## src/rtl/ieeedrv_pkg.sv

```systemverilog
// Shared sync codes, header length and parser state encoding for the
// IEEE drive track-stream receiver.
package ieeedrv_pkg;

    localparam logic [7:0] HEADER_SYNC_CODE = 8'h08;
    localparam logic [7:0] DATA_SYNC_CODE   = 8'h07;
    localparam logic [7:0] TEST_SYNC_CODE   = 8'h0F;

    localparam int HDR_LEN = 5;

    typedef enum logic [2:0] {
        P_IDLE,
        P_SYNC,
        P_CODE,
        P_HDR,
        P_DATA,
        P_CHK
    } parseState_t;

endpackage

```

## src/rtl/ieeedrv_trkparse_if.sv

```systemverilog
// Stream inputs and decoded sector results of the track-stream parser.
interface ieeedrv_trkparse_if;

    logic        en;
    logic        sync_rd_n;
    logic        brdy_n;
    logic [7:0]  byte_rd;

    logic        hdr_valid;
    logic        hdr_err;
    logic [7:0]  hdr_sector;
    logic [7:0]  hdr_track;
    logic [15:0] hdr_id;
    logic        data_we;
    logic [7:0]  data_addr;
    logic [7:0]  data_do;
    logic        data_done;
    logic        data_err;
    logic        test_seen;
    logic        abort;
    logic [2:0]  state;

    modport master (
        output en, sync_rd_n, brdy_n, byte_rd,
        input  hdr_valid, hdr_err, hdr_sector, hdr_track, hdr_id,
        input  data_we, data_addr, data_do, data_done, data_err,
        input  test_seen, abort, state
    );

    modport slave (
        input  en, sync_rd_n, brdy_n, byte_rd,
        output hdr_valid, hdr_err, hdr_sector, hdr_track, hdr_id,
        output data_we, data_addr, data_do, data_done, data_err,
        output test_seen, abort, state
    );

endinterface

```

## src/rtl/ieeedrv_bytestrobe.sv

```systemverilog
// Falling-edge detector on brdy_n, gated so that a byte arriving while the
// sync line is low is dropped in favour of the sync.
module ieeedrv_bytestrobe (
    input  logic       clk_sys,
    input  logic       reset_n,
    input  logic       i_brdy_n,
    input  logic       i_sync_rd_n,
    input  logic [7:0] i_byte,
    output logic       o_strobe,
    output logic [7:0] o_byte,
    output logic       o_in_sync
);

    logic r_brdy_l;

    always_ff @(posedge clk_sys or negedge reset_n) begin
        if (!reset_n) begin
            r_brdy_l <= 1'b1;
        end else begin
            r_brdy_l <= i_brdy_n;
        end
    end

    assign o_in_sync = ~i_sync_rd_n;
    assign o_strobe  = r_brdy_l & ~i_brdy_n & i_sync_rd_n;
    assign o_byte    = i_byte;

endmodule

```

## src/rtl/ieeedrv_trkparse.sv

```systemverilog
// Track-stream parser: classifies sync codes, checks headers, streams data
// blocks to a write port and tracks whether the last good header is still fresh.
module ieeedrv_trkparse
    import ieeedrv_pkg::*;
#(
    parameter int DATA_LEN = 256,
    parameter int MAX_GAP  = 48
) (
    input  logic clk_sys,
    input  logic reset_n,
    ieeedrv_trkparse_if.slave bus
);

    localparam int GAP_W = $clog2(MAX_GAP + 2);
    localparam logic [GAP_W-1:0] GAP_LIMIT = GAP_W'(MAX_GAP);
    localparam logic [GAP_W-1:0] GAP_SAT   = GAP_W'(MAX_GAP + 1);
    localparam logic [8:0]       HDR_LAST  = 9'(HDR_LEN - 1);
    localparam logic [8:0]       DATA_LAST = 9'(DATA_LEN - 1);

    function automatic logic [GAP_W-1:0] gap_inc(input logic [GAP_W-1:0] g);
        return (g == GAP_SAT) ? g : g + 1'b1;
    endfunction

    logic       w_strobe;
    logic [7:0] w_byte;
    logic       w_in_sync;

    ieeedrv_bytestrobe u_strobe (
        .clk_sys     (clk_sys),
        .reset_n     (reset_n),
        .i_brdy_n    (bus.brdy_n),
        .i_sync_rd_n (bus.sync_rd_n),
        .i_byte      (bus.byte_rd),
        .o_strobe    (w_strobe),
        .o_byte      (w_byte),
        .o_in_sync   (w_in_sync)
    );

    parseState_t r_state, w_state_nxt;
    logic        w_abort, w_test, w_hdr_start, w_data_start;
    logic        w_hdr_byte, w_data_byte, w_chk_byte;
    logic        w_hdr_done, w_hdr_err, w_gap_tick;
    logic [GAP_W-1:0] w_gap_inc;

    logic [8:0]       r_idx;
    logic [7:0]       r_chk;
    logic [7:0]       r_hbuf [HDR_LEN-1];
    logic             r_fresh;
    logic [GAP_W-1:0] r_gap;

    logic        r_hdr_valid_p1, r_hdr_err_p1, r_data_we_p1, r_data_done_p1;
    logic        r_data_err_p1, r_test_seen_p1, r_abort_p1;
    logic [7:0]  r_hdr_sector_p1, r_hdr_track_p1, r_data_addr_p1, r_data_do_p1;
    logic [15:0] r_hdr_id_p1;

    always_ff @(posedge clk_sys or negedge reset_n) begin
        if (!reset_n) begin
            r_state <= P_IDLE;
        end else begin
            r_state <= w_state_nxt;
        end
    end

    always_comb begin
        w_state_nxt  = r_state;
        w_abort      = 1'b0;
        w_test       = 1'b0;
        w_hdr_start  = 1'b0;
        w_data_start = 1'b0;
        w_hdr_byte   = 1'b0;
        w_data_byte  = 1'b0;
        w_chk_byte   = 1'b0;
        if (!bus.en) begin
            w_state_nxt = P_IDLE;
            w_abort     = (r_state != P_IDLE);
        end else begin
            unique case (r_state)
                P_IDLE: if (w_in_sync) w_state_nxt = P_SYNC;
                P_SYNC: if (!w_in_sync) w_state_nxt = P_CODE;
                P_CODE: begin
                    if (w_in_sync) begin
                        w_state_nxt = P_SYNC;
                    end else if (w_strobe) begin
                        case (w_byte)
                            HEADER_SYNC_CODE: begin w_state_nxt = P_HDR;  w_hdr_start  = 1'b1; end
                            DATA_SYNC_CODE:   begin w_state_nxt = P_DATA; w_data_start = 1'b1; end
                            TEST_SYNC_CODE:   begin w_state_nxt = P_IDLE; w_test       = 1'b1; end
                            default:          begin w_state_nxt = P_IDLE; w_abort      = 1'b1; end
                        endcase
                    end
                end
                P_HDR: begin
                    if (w_in_sync) begin
                        w_state_nxt = P_SYNC;
                        w_abort     = 1'b1;
                    end else if (w_strobe) begin
                        w_hdr_byte = 1'b1;
                        if (r_idx == HDR_LAST) w_state_nxt = P_IDLE;
                    end
                end
                P_DATA: begin
                    if (w_in_sync) begin
                        w_state_nxt = P_SYNC;
                        w_abort     = 1'b1;
                    end else if (w_strobe) begin
                        w_data_byte = 1'b1;
                        if (r_idx == DATA_LAST) w_state_nxt = P_CHK;
                    end
                end
                P_CHK: begin
                    if (w_in_sync) begin
                        w_state_nxt = P_SYNC;
                        w_abort     = 1'b1;
                    end else if (w_strobe) begin
                        w_chk_byte  = 1'b1;
                        w_state_nxt = P_IDLE;
                    end
                end
                default: w_state_nxt = P_IDLE;
            endcase
        end
    end

    assign w_hdr_done = w_hdr_byte && (r_idx == HDR_LAST);
    assign w_hdr_err  = r_hbuf[0] != (r_hbuf[1] ^ r_hbuf[2] ^ r_hbuf[3] ^ w_byte);
    assign w_gap_tick = w_strobe && r_fresh && (r_state != P_DATA) && (r_state != P_CHK);
    assign w_gap_inc  = gap_inc(r_gap);

    // Stage p0 -> p1: strobe-cycle decisions land in the output registers.
    always_ff @(posedge clk_sys or negedge reset_n) begin
        if (!reset_n) begin
            r_idx           <= '0;
            r_fresh         <= 1'b0;
            r_gap           <= '0;
            r_hdr_valid_p1  <= 1'b0;
            r_hdr_err_p1    <= 1'b0;
            r_hdr_sector_p1 <= '0;
            r_hdr_track_p1  <= '0;
            r_hdr_id_p1     <= '0;
            r_data_we_p1    <= 1'b0;
            r_data_addr_p1  <= '0;
            r_data_do_p1    <= '0;
            r_data_done_p1  <= 1'b0;
            r_data_err_p1   <= 1'b0;
            r_test_seen_p1  <= 1'b0;
            r_abort_p1      <= 1'b0;
        end else begin
            r_hdr_valid_p1 <= w_hdr_done;
            r_data_we_p1   <= w_data_byte;
            r_data_done_p1 <= w_chk_byte;
            r_test_seen_p1 <= w_test;
            r_abort_p1     <= w_abort;

            if (w_hdr_start || w_data_start) begin
                r_idx <= '0;
            end else if (w_hdr_byte || w_data_byte) begin
                r_idx <= r_idx + 9'd1;
            end

            if (w_hdr_done) begin
                r_hdr_err_p1    <= w_hdr_err;
                r_hdr_sector_p1 <= r_hbuf[1];
                r_hdr_track_p1  <= r_hbuf[2];
                r_hdr_id_p1     <= {r_hbuf[3], w_byte};
            end
            if (w_data_byte) begin
                r_data_addr_p1 <= r_idx[7:0];
                r_data_do_p1   <= w_byte;
            end
            if (w_chk_byte) begin
                r_data_err_p1 <= (w_byte != r_chk) || !r_fresh;
            end

            if (w_hdr_done) begin
                r_gap <= '0;
            end else if (w_gap_tick) begin
                r_gap <= w_gap_inc;
            end

            // A good header wins over ageing in the cycle it completes.
            if (w_hdr_done && !w_hdr_err) begin
                r_fresh <= 1'b1;
            end else if (!bus.en || w_chk_byte || (w_gap_tick && (w_gap_inc > GAP_LIMIT))) begin
                r_fresh <= 1'b0;
            end
        end
    end

    always_ff @(posedge clk_sys) begin
        if (w_hdr_byte && (r_idx < HDR_LAST)) begin
            r_hbuf[r_idx[1:0]] <= w_byte;
        end
        if (w_data_start) begin
            r_chk <= '0;
        end else if (w_data_byte) begin
            r_chk <= r_chk ^ w_byte;
        end
    end

    assign bus.hdr_valid  = r_hdr_valid_p1;
    assign bus.hdr_err    = r_hdr_err_p1;
    assign bus.hdr_sector = r_hdr_sector_p1;
    assign bus.hdr_track  = r_hdr_track_p1;
    assign bus.hdr_id     = r_hdr_id_p1;
    assign bus.data_we    = r_data_we_p1;
    assign bus.data_addr  = r_data_addr_p1;
    assign bus.data_do    = r_data_do_p1;
    assign bus.data_done  = r_data_done_p1;
    assign bus.data_err   = r_data_err_p1;
    assign bus.test_seen  = r_test_seen_p1;
    assign bus.abort      = r_abort_p1;
    assign bus.state      = r_state;

endmodule

```

## src/flat_wrapper.sv

```systemverilog
// flat-port wrapper written by rule: the top's interface ports become plain ports
module ieeedrv_trkparse_flat import ieeedrv_pkg::*;
#(
    parameter int DATA_LEN = 256,
    parameter int MAX_GAP  = 48
)
  (clk_sys, reset_n, bus_en, bus_sync_rd_n, bus_brdy_n, bus_byte_rd, bus_hdr_valid, bus_hdr_err, bus_hdr_sector, bus_hdr_track, bus_hdr_id, bus_data_we, bus_data_addr, bus_data_do, bus_data_done, bus_data_err, bus_test_seen, bus_abort, bus_state);
  ieeedrv_trkparse_if bus_i ();
  input  logic clk_sys;
  input  logic reset_n;
  input wire logic [$bits(bus_i.en)-1:0] bus_en;
  input wire logic [$bits(bus_i.sync_rd_n)-1:0] bus_sync_rd_n;
  input wire logic [$bits(bus_i.brdy_n)-1:0] bus_brdy_n;
  input wire logic [$bits(bus_i.byte_rd)-1:0] bus_byte_rd;
  output wire logic [$bits(bus_i.hdr_valid)-1:0] bus_hdr_valid;
  output wire logic [$bits(bus_i.hdr_err)-1:0] bus_hdr_err;
  output wire logic [$bits(bus_i.hdr_sector)-1:0] bus_hdr_sector;
  output wire logic [$bits(bus_i.hdr_track)-1:0] bus_hdr_track;
  output wire logic [$bits(bus_i.hdr_id)-1:0] bus_hdr_id;
  output wire logic [$bits(bus_i.data_we)-1:0] bus_data_we;
  output wire logic [$bits(bus_i.data_addr)-1:0] bus_data_addr;
  output wire logic [$bits(bus_i.data_do)-1:0] bus_data_do;
  output wire logic [$bits(bus_i.data_done)-1:0] bus_data_done;
  output wire logic [$bits(bus_i.data_err)-1:0] bus_data_err;
  output wire logic [$bits(bus_i.test_seen)-1:0] bus_test_seen;
  output wire logic [$bits(bus_i.abort)-1:0] bus_abort;
  output wire logic [$bits(bus_i.state)-1:0] bus_state;
  assign bus_i.en = bus_en;
  assign bus_i.sync_rd_n = bus_sync_rd_n;
  assign bus_i.brdy_n = bus_brdy_n;
  assign bus_i.byte_rd = bus_byte_rd;
  assign bus_hdr_valid = bus_i.hdr_valid;
  assign bus_hdr_err = bus_i.hdr_err;
  assign bus_hdr_sector = bus_i.hdr_sector;
  assign bus_hdr_track = bus_i.hdr_track;
  assign bus_hdr_id = bus_i.hdr_id;
  assign bus_data_we = bus_i.data_we;
  assign bus_data_addr = bus_i.data_addr;
  assign bus_data_do = bus_i.data_do;
  assign bus_data_done = bus_i.data_done;
  assign bus_data_err = bus_i.data_err;
  assign bus_test_seen = bus_i.test_seen;
  assign bus_abort = bus_i.abort;
  assign bus_state = bus_i.state;
  ieeedrv_trkparse #(.DATA_LEN(DATA_LEN), .MAX_GAP(MAX_GAP)) u_core (.clk_sys(clk_sys), .reset_n(reset_n), .bus(bus_i));
endmodule
```

## config.mk

```make
export PLATFORM = sky130hd
export DESIGN_NAME = ieeedrv_trkparse_flat
export DESIGN_NICKNAME = d
export VERILOG_FILES = /design/src/rtl/ieeedrv_pkg.sv /design/src/rtl/ieeedrv_trkparse_if.sv /design/src/rtl/ieeedrv_bytestrobe.sv /design/src/rtl/ieeedrv_trkparse.sv /design/src/flat_wrapper.sv
export SDC_FILE = /design/constraint.sdc
export NUM_CORES = 1
export LEC_CHECK = 0
export CORE_ASPECT_RATIO = 0.9
export CORE_MARGIN = 1
export CORE_UTILIZATION = 51
export CTS_BUF_LIST = sky130_fd_sc_hd__clkbuf_4
export DETAILED_ROUTE_END_ITERATION = 10
export GPL_TIMING_DRIVEN = 0
export PLACE_DENSITY = 0.78
export SYNTH_ARGS = -nofsm -noshare
export SYNTH_HDL_FRONTEND = slang
export SYNTH_SLANG_ARGS = --single-unit
```

## constraint.sdc

```tcl
create_clock -name clk_sys -period 1.9 [get_ports clk_sys]
set_clock_uncertainty 0.05 [all_clocks]
set_input_delay 0.38 -clock clk_sys [delete_from_list [all_inputs] [get_ports clk_sys]]
set_output_delay 0.38 -clock clk_sys [all_outputs]
set_load 0.01 [all_outputs]
```

==> results.json <==
{
  "yosys.area.top_type": "dfrtp_1",
  "synth_area_sq_mm": 0.00508,
  "slew_viol_final": 0,
  "synth-seq-area-share_pct": 59.0,
  "dr_wl_met3_um": 610,
  "m1WireLength_um": 4950,
  "die_h_um": 96.7,
  "place_hpwl_um": 7240,
  "vias": 3507,
  "syn_to_final_growth_pct": 33.7,
  "drtPass1Iterations": 4,
  "drt-vias-per-instance": 5.36,
  "antenna_found_initial": 0,
  "synth-edff-count": 32,
  "ys_seq_elements": 115,
  "drt_wl_total_um": 11200,
  "cts.htree.levels": 4,
  "drive_gt1_share_pct": 23.7,
  "drtAntennaViolNets": 0,
  "core_sq_mm": 0.00966,
  "cpMostUsedCell": "nor4_4",
  "maxCapViolations": 0,
  "synth_top_area_share_pct": 36.4,
  "ioPinCount": 71,
  "relSlewSlack_pct": 64.3,
  "final-seq-area_sq_mm": 0.00301,
  "fin_crit_ps": 1960,
  "async_flop_share_pct": 65.2,
  "cpLargestDelayFamily": "simple AND/OR/NAND/NOR gates",
  "max_stage_delay_ps": 450,
  "tns_ps": -1090,
  "critical_path_buf_inv_count": 2,
  "clock.fmax_mhz": 510,
  "num_rows": 34,
  "cellLeakagePower_nw": 3.65,
  "clk_path_buf_depth": 2,
  "grt_setup_unrepaired": "true",
  "critPathLaunchType": "flip-flop",
  "status": "finished, violations left",
  "required_ps": 2250,
  "globalplace.congestion": 0.811,
  "setup_slack_ps": -59.7,
  "routed.top_layer": "met4",
  "critPathMaxFanout": 10,
  "initial_core_util_pct": 52.7,
  "antenna_cells": 0,
  "synthTopCellsByCount": "74 x dfrtp_1, 57 x nand2_1, 36 x nor2_1",
  "nFillCells": 643,
  "cp.arrival_ps": 2310,
  "yosysWarnings": 0,
  "crit_chain": "nor4_4, nand2_2, nor4_4, buf_6, buf_12, mux2_2",
  "synthTopCellsByArea": "dfrtp_1 36%, edfxtp_1 19%, mux2_2 6.9%",
  "ctsRootBufferMaster": "clkbuf_4",
  "dieArea_sq_mm": 0.0104,
  "avgSynthCellArea_sq_um": 12.4,
  "tightestPinTransition_ps": 535,
  "cts_num_sinks": 115,
  "cts_made_buffers": 17,
  "syn-num-nets": 429,
  "multi_input_area_sq_mm": 0.00219,
  "dp_worst_setup_slack_ps": -981,
  "synth-main-ff-cell": "dfrtp_1",
  "timing.final.hold_violations": 0,
  "grt_pass1_vias": 3528,
  "worstHoldPathType": "primary input to async pin",
  "hold_ws_ps": 280,
  "peakVddDrop_mv": 0.725,
  "die_width_um": 107,
  "routedWlPerCell_um": 17.2,
  "final_util_pct": 70.4,
  "slowest_stage": "dfrtp_2",
  "drc": 0,
  "criticalPathCategory": "flip-flop to flip-flop",
  "grt_usage_pct": 23.0,
  "endpoint_kind": "flip-flop",
  "fin_nets": 535,
  "tritoncts": "done",
  "io_buffers": 70,
  "overflow": 0,
  "setup_violations": 32,
  "clk_latency_ps": 510,
  "grt_max_degree": 49,
  "synth_most_common_cell": "dfrtp_1",
  "clk_pin_slew_ps": 110,
  "syn_inst": 409,
  "failed_checks": "negative setup slack",
  "first_iter_violations": 232,
  "synth_cell_types": 51,
  "fin_crit_sh_pct": 103,
  "dr_wl_met2_um": 5440,
  "grt_pass1_wl_um": 17900,
  "p_per_area_mw_per_mm2": 759
}
## flip-flops by register name, summed over array words and instances (netlist names)
signal / cells
u_core.r_hbuf: 32
u_core.bus.hdr_id: 16
u_core.r_idx: 9
u_core.bus.data_addr: 8
u_core.bus.data_do: 8
u_core.bus.hdr_sector: 8
u_core.bus.hdr_track: 8
u_core.r_chk: 8
u_core.r_gap: 6
u_core.bus.state: 3
u_core.bus.abort: 1
u_core.bus.data_done: 1
u_core.bus.data_err: 1
u_core.bus.data_we: 1
u_core.bus.hdr_err: 1
u_core.bus.hdr_valid: 1
u_core.bus.test_seen: 1
u_core.r_fresh: 1
u_core.u_strobe.r_brdy_l: 1
## metrics by stage
step / std cells / total power [mW] / cell area (sq um)
2_1_floorplan: 409 / 2.76 / 5110
3_3_place_gp: 605 / 2.88 / 5970
3_5_place_dp: 606 / 2.90 / 5990
4_1_cts: 650 / 5.16 / 6620
5_1_grt: 654 / 5.32 / 6800
6_report: 654 / 5.16 / 6800
## cell type report
type | count | share of cell area (%)
buffer | 11 | 1.71
clock buffer | 17 | 1.88
timing repair buffer | 89 | 13.8
sequential | 115 | 44.2
tap | 126 | 2.32
clock inverter | 15 | 3.50
multi-input combinational | 273 | 32.2
inverter | 8 | 0.442
## worst register-to-register path: stages (launching register included)
cell,delay [ps]
dfrtp_2,450
nor4_4,330
nand2_2,160
nor4_4,180
buf_6,180
buf_12,160
mux2_2,340
## layer usage
| metal | vias to the layer above | GRT usage (%) |
|---|---|---|
| li1 | 1634 | - |
| met5 | - | 0 |
| met2 | 116 | 37.1 |
| met4 | 0 | 8.22 |
| met3 | 25 | 5.66 |
| met1 | 1732 | 30.1 |
## kinds of logic after synthesis
logic type	share of synthesized area [%]
mux	7.85
simple gates	14.7
xor+xnor	11.5
flops	59.0
buf+inv	2.29
fa+ha+maj	1.72
compound gates	2.98
## power by group
group	internal [mW]	switching, mW
combinational	0.151	0.195
clock	1.30	0.943
sequential	2.56	0.0131
## final timing paths
kind	end	startpoint	slack, ps	cells after the start
min in group clk_sys	u_core.u_strobe.r_brdy_l	bus_brdy_n	300	1
setup / recovery	u_core.bus.hdr_sector[3]	u_core.r_idx[6]	-60	6
max in group asynchronous	u_core.bus.data_do[0]	reset_n	950	3
hold reg to reg	u_core.bus.data_do[4]	u_core.bus.data_do[4]	430	2
hold / removal	u_core.r_gap[2]	reset_n	280	2
setup reg to reg	u_core.bus.hdr_sector[3]	u_core.r_idx[6]	-60	6
## what timing repair did
item | in CTS | in global routing
gates cloned | 1 | 0
pin swaps | 5 | 6
buffers inserted | 12 | 5
gates resized for setup | 63 | 55
hold endpoints to repair | 26 | 0
setup endpoints to repair | 97 | 133
hold buffers | 1 | 0
## placed cells by master, fill, tap and decap left out, types with 3 or more instances in the layout
cell type,n
dlygate4sd2_1,14
bufinv_16,6
clkdlybuf4s50_1,20
xnor2_1,14
nor2_1,35
edfxtp_1,32
dfrtp_2,5
buf_6,3
o21ai_0,5
xor2_1,32
nand3_1,10
inv_1,6
dfxtp_1,8
buf_4,18
dlymetal6s2s_1,35
nand2_1,56
and2_4,4
dfrtp_1,69
nor4_1,5
mux2_2,6
clkbuf_4,19
xnor3_1,8
a21oi_1,6
mux2_4,27
nor3_1,8
nor4_4,3
ha_1,5
nand4_1,5
clkbuf_1,3
nand2b_1,4
clkinvlp_4,3
and3_1,3
buf_12,3
Note: power is estimated with default switching activity, not from simulation.
